<file path="src/rtl/universal_shift_reg_pkg.sv">
// Shared definitions for the universal shift register.
// Holds the mode codes, FSM state encoding and the burst-amount clamp helper.
package shiftreg_pkg;

  typedef enum logic [2:0] {
    MODE_HOLD  = 3'b000,
    MODE_SR    = 3'b001,
    MODE_SL    = 3'b010,
    MODE_RR    = 3'b011,
    MODE_RL    = 3'b100,
    MODE_LOAD  = 3'b101,
    MODE_CLEAR = 3'b110,
    MODE_RSVD  = 3'b111
  } mode_e;

  typedef enum logic {
    IDLE  = 1'b0,
    BURST = 1'b1
  } state_e;

  // Burst amounts beyond the register width are limited to the width.
  function automatic int unsigned clamp_amount(input int unsigned amount,
                                               input int unsigned n);
    return (amount > n) ? n : amount;
  endfunction

  // Only the four shift/rotate codes can drive a burst.
  function automatic logic is_shift_mode(input mode_e m);
    return (m == MODE_SR) || (m == MODE_SL) || (m == MODE_RR) || (m == MODE_RL);
  endfunction

endpackage

</file>
<file path="src/rtl/universal_shift_reg_if.sv">
// Bus bundle for universal_shift_reg.
// master: drives control/data (en, mode, sin_r, sin_l, d, start, amount),
//         observes q, sout_r, sout_l, busy, done.
// slave : the shift register side.
interface universal_shift_reg_if #(
  parameter int N  = 4,
  parameter int CW = $clog2(N + 1)
);
  logic          en;
  logic [2:0]    mode;
  logic          sin_r;
  logic          sin_l;
  logic [N-1:0]  d;
  logic          start;
  logic [CW-1:0] amount;
  logic [N-1:0]  q;
  logic          sout_r;
  logic          sout_l;
  logic          busy;
  logic          done;

  modport master (
    output en, mode, sin_r, sin_l, d, start, amount,
    input  q, sout_r, sout_l, busy, done
  );

  modport slave (
    input  en, mode, sin_r, sin_l, d, start, amount,
    output q, sout_r, sout_l, busy, done
  );
endinterface

</file>
<file path="src/rtl/universal_shift_reg_shift_step.sv">
// One step of the shift register datapath (purely combinational).
// Ports: q_i current contents, mode_i operation, sin_r_i/sin_l_i serial
//        inputs, d_i parallel load data, q_o next contents.
module shift_step
  import shiftreg_pkg::*;
#(
  parameter int N = 4
) (
  input  logic [N-1:0] q_i,
  input  mode_e        mode_i,
  input  logic         sin_r_i,
  input  logic         sin_l_i,
  input  logic [N-1:0] d_i,
  output logic [N-1:0] q_o
);

  always_comb begin
    q_o = q_i;
    case (mode_i)
      MODE_SR:    q_o = {sin_r_i, q_i[N-1:1]};
      MODE_SL:    q_o = {q_i[N-2:0], sin_l_i};
      MODE_RR:    q_o = {q_i[0], q_i[N-1:1]};
      MODE_RL:    q_o = {q_i[N-2:0], q_i[N-1]};
      MODE_LOAD:  q_o = d_i;
      MODE_CLEAR: q_o = '0;
      default:    q_o = q_i;
    endcase
  end

endmodule

</file>
<file path="src/rtl/universal_shift_reg.sv">
// Parametrised N-bit universal shift register with burst shifting.
// Ports: clock, reset (sync, active-high); bus (slave modport) carrying
//        en, mode, sin_r, sin_l, d, start, amount in and q, sout_r, sout_l,
//        busy, done out.
module universal_shift_reg
  import shiftreg_pkg::*;
#(
  parameter int           N           = 4,
  parameter logic [N-1:0] RESET_VALUE = N'(4'b0010),
  parameter int           CW          = $clog2(N + 1)
) (
  input logic                 clock,
  input logic                 reset,
  universal_shift_reg_if.slave bus
);

  state_e        state_q, state_d;
  mode_e         dir_q, dir_d;
  logic [CW-1:0] rem_q, rem_d;
  logic [N-1:0]  q_q, q_d;
  logic          done_q, done_d;

  mode_e         step_mode;
  logic [N-1:0]  step_q;
  logic [CW-1:0] amount_clamped;

  assign amount_clamped = CW'(clamp_amount(32'(bus.amount), N));

  // The single step unit is shared: in BURST it follows the latched
  // direction, otherwise the live mode input.
  shift_step #(.N(N)) u_step (
    .q_i     (q_q),
    .mode_i  (step_mode),
    .sin_r_i (bus.sin_r),
    .sin_l_i (bus.sin_l),
    .d_i     (bus.d),
    .q_o     (step_q)
  );

  always_comb begin
    state_d   = state_q;
    dir_d     = dir_q;
    rem_d     = rem_q;
    q_d       = q_q;
    done_d    = 1'b0;
    step_mode = mode_e'(bus.mode);

    case (state_q)
      BURST: begin
        step_mode = dir_q;
        if (bus.en) begin
          q_d   = step_q;
          rem_d = rem_q - CW'(1);
          if (rem_q == CW'(1)) begin
            state_d = IDLE;
            done_d  = 1'b1;
          end
        end
      end
      default: begin
        if (bus.start) begin
          // Start takes precedence over the single-cycle op; q is untouched.
          dir_d = mode_e'(bus.mode);
          rem_d = amount_clamped;
          if (is_shift_mode(mode_e'(bus.mode)) && (amount_clamped != '0)) begin
            state_d = BURST;
          end else begin
            done_d = 1'b1;
          end
        end else if (bus.en) begin
          q_d = step_q;
        end
      end
    endcase
  end

  always_ff @(posedge clock) begin
    if (reset) begin
      state_q <= IDLE;
      dir_q   <= MODE_HOLD;
      rem_q   <= '0;
      q_q     <= RESET_VALUE;
      done_q  <= 1'b0;
    end else begin
      state_q <= state_d;
      dir_q   <= dir_d;
      rem_q   <= rem_d;
      q_q     <= q_d;
      done_q  <= done_d;
    end
  end

  assign bus.q      = q_q;
  assign bus.sout_r = q_q[0];
  assign bus.sout_l = q_q[N-1];
  assign bus.busy   = (state_q == BURST);
  assign bus.done   = done_q;

endmodule

</file>
<file path="src/flat_wrapper.sv">
// flat-port wrapper written by rule: the top's interface ports become plain ports
module universal_shift_reg_flat import shiftreg_pkg::*;
#(
  parameter int           N           = 4,
  parameter logic [N-1:0] RESET_VALUE = N'(4'b0010),
  parameter int           CW          = $clog2(N + 1)
)
  (clock, reset, bus_en, bus_mode, bus_sin_r, bus_sin_l, bus_d, bus_start, bus_amount, bus_q, bus_sout_r, bus_sout_l, bus_busy, bus_done);
  universal_shift_reg_if #(.N(N), .CW(CW)) bus_i ();
  input logic clock;
  input logic reset;
  input wire logic [$bits(bus_i.en)-1:0] bus_en;
  input wire logic [$bits(bus_i.mode)-1:0] bus_mode;
  input wire logic [$bits(bus_i.sin_r)-1:0] bus_sin_r;
  input wire logic [$bits(bus_i.sin_l)-1:0] bus_sin_l;
  input wire logic [$bits(bus_i.d)-1:0] bus_d;
  input wire logic [$bits(bus_i.start)-1:0] bus_start;
  input wire logic [$bits(bus_i.amount)-1:0] bus_amount;
  output wire logic [$bits(bus_i.q)-1:0] bus_q;
  output wire logic [$bits(bus_i.sout_r)-1:0] bus_sout_r;
  output wire logic [$bits(bus_i.sout_l)-1:0] bus_sout_l;
  output wire logic [$bits(bus_i.busy)-1:0] bus_busy;
  output wire logic [$bits(bus_i.done)-1:0] bus_done;
  assign bus_i.en = bus_en;
  assign bus_i.mode = bus_mode;
  assign bus_i.sin_r = bus_sin_r;
  assign bus_i.sin_l = bus_sin_l;
  assign bus_i.d = bus_d;
  assign bus_i.start = bus_start;
  assign bus_i.amount = bus_amount;
  assign bus_q = bus_i.q;
  assign bus_sout_r = bus_i.sout_r;
  assign bus_sout_l = bus_i.sout_l;
  assign bus_busy = bus_i.busy;
  assign bus_done = bus_i.done;
  universal_shift_reg #(.N(N), .RESET_VALUE(RESET_VALUE), .CW(CW)) u_core (.clock(clock), .reset(reset), .bus(bus_i));
endmodule
</file>
<file path="config.mk">
export PLATFORM = sky130hd
export DESIGN_NAME = universal_shift_reg_flat
export DESIGN_NICKNAME = d
export VERILOG_FILES = /design/src/rtl/universal_shift_reg_pkg.sv /design/src/rtl/universal_shift_reg_if.sv /design/src/rtl/universal_shift_reg_shift_step.sv /design/src/rtl/universal_shift_reg.sv /design/src/flat_wrapper.sv
export SDC_FILE = /design/constraint.sdc
export NUM_CORES = 1
export LEC_CHECK = 0
export CAP_MARGIN = 40
export CORE_UTILIZATION = 40
export CTS_CLUSTER_DIAMETER = 60
export CTS_CLUSTER_SIZE = 20
export DETAILED_ROUTE_END_ITERATION = 7
export GPL_TIMING_DRIVEN = 1
export MAX_ROUTING_LAYER = met4
export PLACE_DENSITY = 0.71
export SETUP_SLACK_MARGIN = 0.4
export SYNTH_ARGS = -nofsm -noshare
export SYNTH_HDL_FRONTEND = slang
export SYNTH_HIERARCHICAL = 1
export SYNTH_SLANG_ARGS = --single-unit
</file>
<file path="constraint.sdc">
create_clock -name clock -period 1.9 [get_ports clock]
set_clock_uncertainty 0.05 [all_clocks]
set_input_delay 0.19 -clock clock [delete_from_list [all_inputs] [get_ports clock]]
set_output_delay 0.19 -clock clock [all_outputs]
set_load 0.01 [all_outputs]
</file>
==> flow_summary.ini, run 1 <==
[sta]
hold_viol_final = 0
clock.fmax_mhz = 557.6
tightest_slew_ns = 0.4355
fin_crit_sh = 0.9439
setup_viol = 0
maxSlewHeadroom = 0.7088
drv_slew = 0
period_minus_slack_ns = 1.793
rsz0062_at_grt = true

[cts]
clk_pin_slew_ns = 0.07
numCtsBuffers = 3
clockBufferDepth = 2
cts_sinks = 12
holdBufCountCts = 0
htree_num_levels = 1
cts-root-buf = clkbuf_4
clk_latency_ns = 0.27
cts_tree = done

[grt]
grt_pass1_vias = 876
grt_pass1_wl_um = 3781
overflow = 0
grt_max_degree = 13
grt_usage = 0.2024
antenna_found_initial = 0

[die]
dieArea_sq_um = 2459
ios = 24
core_area_sq_um = 2042
die_h_um = 49.59
initial_utilization = 0.4436
fp-row-count = 16
die_w_um = 49.59

[finish]
synthToLayoutAreaGrowth_pct = 44.48
final_util = 0.6409
fillCellCount = 190
antennaDiodeCount = 0
nNetsFinal = 169
fin_cells = 177
layout-drive-gt1-share = 0.2933

[yosys]
seq_area_frac_synth = 0.2652
synth_nets = 133
yosysWarnings = 6
syn_area_sq_um = 905.9
avgSynthCellArea_sq_um = 7.877
synth-edff-count = 0
ys_seq_elements = 12
synth_cell_type_count = 43
async_flop_share = 0
synth_cells = 115
synth_ff_type = dfxtp_1

[setup_path]
crit_path_max_incr_delay_ns = 0.38
r2r_end = u_core/bus.q[0]
cp.arrival_ns = 1.93
setup.worst_path.end_class = flip-flop
critPathSlowestCell = dfxtp_4
worstPathRequired_ns = 2.04
crit_chain = mux2_4, inv_2, a21oi_1, or3_1, a221oi_2, nand3_1, a21oi_1
worstSetupPathType = flip-flop to flip-flop
cp_max_fo = 5
crit_path_frequent_cell = a21oi_1
r2r_start = u_core/bus.busy
worstSetupStartpointType = flip-flop
rrSetupSlack_ns = 0.11
reg2regPathDepth = 7

[job]
max-cap-violations = 0

[drt]
via_count = 974
first_pass_iters = 4
drc = 0
ant_nets = 0
wl_per_cell_um = 12.76
via_per_inst = 5.503
routed_wl_um = 2259
drt-initial-drc-count = 31

[hold_path]
hold_path.startpoint = u_core/dir_q[0]
min_to = u_core/dir_q[0]
hold_depth = 2
hp-class = flip-flop to flip-flop

[status]
status = finished clean

[pwr]
p_leak_nw = 0.5584
ir_drop_mv = 0.5004
pwr_density_cell_nw_per_um2 = 611.0

[placement]
io_buffers = 23
dp_hpwl_um = 1588
placedCellCount = 171
place_congestion = 0.7969
-- cells in the mapped netlist, types with 2 or more instances --
| cell | count | share of area |
|---|---|---|
| inv_1 | 7 | 0.029 |
| ha_1 | 2 | 0.028 |
| mux2_2 | 3 | 0.037 |
| nand3_1 | 6 | 0.033 |
| nor2_1 | 2 | 0.0083 |
| o21a_1 | 3 | 0.025 |
| or2b_1 | 2 | 0.017 |
| buf_6 | 3 | 0.037 |
| dfxtp_1 | 12 | 0.27 |
| buf_4 | 3 | 0.025 |
| nand2_1 | 12 | 0.050 |
| nor3_1 | 6 | 0.033 |
| nor4_1 | 2 | 0.014 |
| buf_2 | 3 | 0.017 |
| o21ai_0 | 5 | 0.028 |
| a21oi_1 | 15 | 0.083 |
| nand2b_1 | 2 | 0.014 |
| o31ai_1 | 2 | 0.017 |
-- layout by cell type, fill, tap and decap left out, types with 4 or more instances in the layout --
cell,Yosys,layout
inv_1,7,4
dfxtp_1,12,7
a21oi_1,15,15
nand3_1,6,6
clkdlybuf4s50_1,0,20
nor3_1,6,6
buf_4,3,17
dfxtp_2,0,4
o21ai_0,5,5
nand2_1,12,12
-- area by class of cell --
| type | instances | area, sq um | area share |
|---|---|---|---|
| Sequential cell | 12 | 249.0 | 0.1902 |
| Clock buffer | 4 | 36.28 | 0.02772 |
| Multi-Input combinational cell | 87 | 600.6 | 0.4589 |
| Tap cell | 27 | 33.78 | 0.02581 |
| Timing Repair Buffer | 40 | 362.8 | 0.2772 |
| Inverter | 7 | 26.28 | 0.02008 |
-- where the power goes --
group / switching [mW] / leakage, nW / internal [mW]
logic: 0.136 / 0.437 / 0.169
clock network: 0.0830 / 0.0210 / 0.116
registers: 0.0218 / 0.100 / 0.273
-- routing by layer --
layer,global-route usage,routed length [um],vias to the layer above
met5,-,0,-
met4,0.07143,24,0
met3,0.02160,131,4
met2,0.3581,1144,33
met1,0.2341,959,444
li1,-,-,493
-- logic make-up after synthesis --
| group | synth area share |
|---|---|
| compound gates | 0.2762 |
| fa+ha+maj | 0.02762 |
| buf+inv | 0.1119 |
| flops | 0.2652 |
| mux | 0.03729 |
| simple gates | 0.2818 |
-- state kept, by name, summed over array words and instances, names as in the netlist --
| register | flops |
|---|---|
| u_core/dir_q | 3 |
| u_core/bus.busy | 1 |
| u_core/rem_q | 3 |
| u_core/bus.done | 1 |
| u_core/bus.q | 4 |
-- worst max-delay path by stage --
stage / from / end
2_1_floorplan: u_core/bus.busy / u_core/bus.q[0]
3_3_place_gp: bus_mode[1] / u_core/bus.q[0]
3_5_place_dp: bus_mode[1] / u_core/bus.q[0]
4_1_cts: u_core/bus.busy / u_core/bus.q[0]
5_1_grt: u_core/bus.busy / u_core/bus.q[0]
6_report: u_core/bus.busy / u_core/bus.q[0]
-- metrics by stage --
stage,TNS [ns],setup slack [ns],instance area (sq um),total power [mW],hold slack (ns)
floorplan,0,0.07774,917.1,0.4794,0.2089
global placement,-0.2743,-0.09117,1224,0.5846,0.3943
detailed placement,-0.3392,-0.1078,1224,0.5885,0.4021
CTS,0,0.1119,1294,0.8037,0.4128
global route,-0.009824,-0.009824,1309,0.8550,0.4439
finish,0,0.1066,1309,0.7996,0.4176
-- worst max-delay path, delay by kind of cell, from the launching register on --
family,cells,cell delay (ns)
flops,1,0.38
simple gates,2,0.46
buf+inv,1,0.06
mux,1,0.33
compound gates,3,0.43
-- repair_timing --
item	CTS	global route
buffers inserted	1	0
gates cloned	1	0
resized for setup	7	6
endpoints found under the setup margin	10	15
pin swaps	2	0
No activity file was read; power rests on OpenSTA's default activity.
==> run 2: changes to the inputs <==
--- a/config.mk
+++ b/config.mk
@@ -18,3 +18,4 @@
 export SYNTH_HDL_FRONTEND = slang
 export SYNTH_HIERARCHICAL = 1
 export SYNTH_SLANG_ARGS = --single-unit
+export TNS_END_PERCENT = 1
==> run 2 against run 1 <==
Global-route usage is 0.22 points lower. Register-to-register slack gained 0.02 ns. Critical path depth did not move. Critical endpoint unchanged. Largest power group unchanged.
==> flow_summary.ini, run 2 (synthesized netlist as in run 1, its figures left out) <==
[die]
initial_utilization = 0.4436
fp-row-count = 16
die_w_um = 49.59
dieArea_sq_um = 2459
ios = 24
core_area_sq_um = 2042
die_h_um = 49.59

[drt]
drc = 0
via_per_inst = 5.486
first_pass_iters = 4
drt-initial-drc-count = 15
ant_nets = 0
routed_wl_um = 2230
wl_per_cell_um = 12.60
via_count = 971

[sta]
maxSlewHeadroom = 0.7108
setup_tns_ns = 0
clock.fmax_mhz = 562.5
drv_slew = 0
fin_crit_sh = 0.9356
setup_viol = 0
setup_slack_ns = 0.1223
whs_ns = 0.4089
rsz0062_at_grt = true
hold_viol_final = 0
tightest_slew_ns = 0.4325
period_minus_slack_ns = 1.778

[status]
status = finished clean

[placement]
dp_hpwl_um = 1645
io_buffers = 23
place_ws_ns = -0.1035
place_congestion = 0.8304

[setup_path]
setup.worst_path.end_class = flip-flop
crit_family = simple AND/OR/NAND/NOR gates
critPathSlowestCell = dfxtp_4
cp_num_buf_inv = 1
cp.arrival_ns = 1.94
worstSetupPathType = flip-flop to flip-flop
worstSetupStartpointType = flip-flop
cp_max_fo = 4
crit_path_max_incr_delay_ns = 0.38
crit_chain = mux2_4, inv_2, nor3_2, or3_1, a221oi_2, nand3_1, a21oi_1
worstPathRequired_ns = 2.06

[cts]
clk_latency_ns = 0.28
clockBufferDepth = 2
clk_pin_slew_ns = 0.08
cts_tree = done
cts_sinks = 12
cts-root-buf = clkbuf_4
numCtsBuffers = 3
htree_num_levels = 1
holdBufCountCts = 0

[finish]
synthToLayoutAreaGrowth_pct = 48.89
layout-drive-gt1-share = 0.3267
most-common-layout-cells = clkdlybuf4s50_1 (20), buf_4 (18), a21oi_1 (13), nand2_1 (12), dfxtp_1 (9)
final_util = 0.6605
antennaDiodeCount = 0
largest_register_ffs = 4
final_common_cell = clkdlybuf4s50_1
nNetsFinal = 169

[hold_path]
hp-class = flip-flop to flip-flop

[grt]
grt_max_degree = 13
grt_pass1_wl_um = 3753
grt_usage = 0.2001
antenna_found_initial = 0
grt_pass1_vias = 903
overflow = 0

[pwr]
ir_drop_mv = 0.5329
pwr_density_cell_nw_per_um2 = 607.5
p_leak_nw = 0.5824
power_mw = 0.8194

[job]
max-cap-violations = 0
==> run 2: changes by cell type in the layout (fill, tap and decap cells not counted), moves of 2 or more <==
cell and change:
dfxtp_2 -2, dfxtp_1 +2, a21oi_1 -2, a21oi_2 +2
==> run 2: path summary, 6_finish.rpt <==
kind,start,to,slack (ns),depth (start not counted)
hold reg to reg,u_core/dir_q[1],u_core/dir_q[1],0.41,2
setup / recovery,u_core/bus.busy,u_core/bus.q[0],0.12,7
setup reg to reg,u_core/bus.busy,u_core/bus.q[0],0.12,7
hold / removal,u_core/dir_q[1],u_core/dir_q[1],0.41,2
==> run 2: worst reg2reg max path: stages, from the launching register on <==
cell      delay, ns
dfxtp_4        0.38
mux2_4         0.33
inv_2          0.07
nor3_2         0.04
or3_1          0.38
a221oi_2       0.24
nand3_1        0.10
a21oi_1        0.12
==> run 2: layout make-up <==
cell class | instances | area [sq um]
clock buffer | 4 | 36.28
fill | 190 | 693.2
inverter | 7 | 26.28
multi-input combinational | 86 | 633.1
sequential | 12 | 246.5
tap | 27 | 33.78
timing repair buffer | 41 | 372.9
==> run 2: metrics by stage <==
stage,instances,instance area (sq um)
3_3_place_gp,172,1231
2_1_floorplan,115,914.6
6_report,177,1349
3_5_place_dp,172,1231
4_1_cts,177,1277
5_1_grt,177,1349
==> run 2: repair_timing <==
action,CTS,global route
setup buffers,1,0
gates resized for setup,1,17
endpoints found under the setup margin,9,14
pin swaps,0,8
==> run 2: layer usage <==
metal / vias to the layer above / track usage / wire length, um
met3: 5 / 0.02778 / 97
met2: 31 / 0.3649 / 1111
met4: 0 / 0.07143 / 28
met1: 448 / 0.2183 / 993
li1: 487 / - / -
met5: - / - / 0
==> run 2: where the power goes <==
group | switching (mW) | leakage (nW) | internal, mW
sequential | 0.0197 | 0.0995 | 0.272
clock | 0.0877 | 0.0210 | 0.117
combinational | 0.146 | 0.462 | 0.177
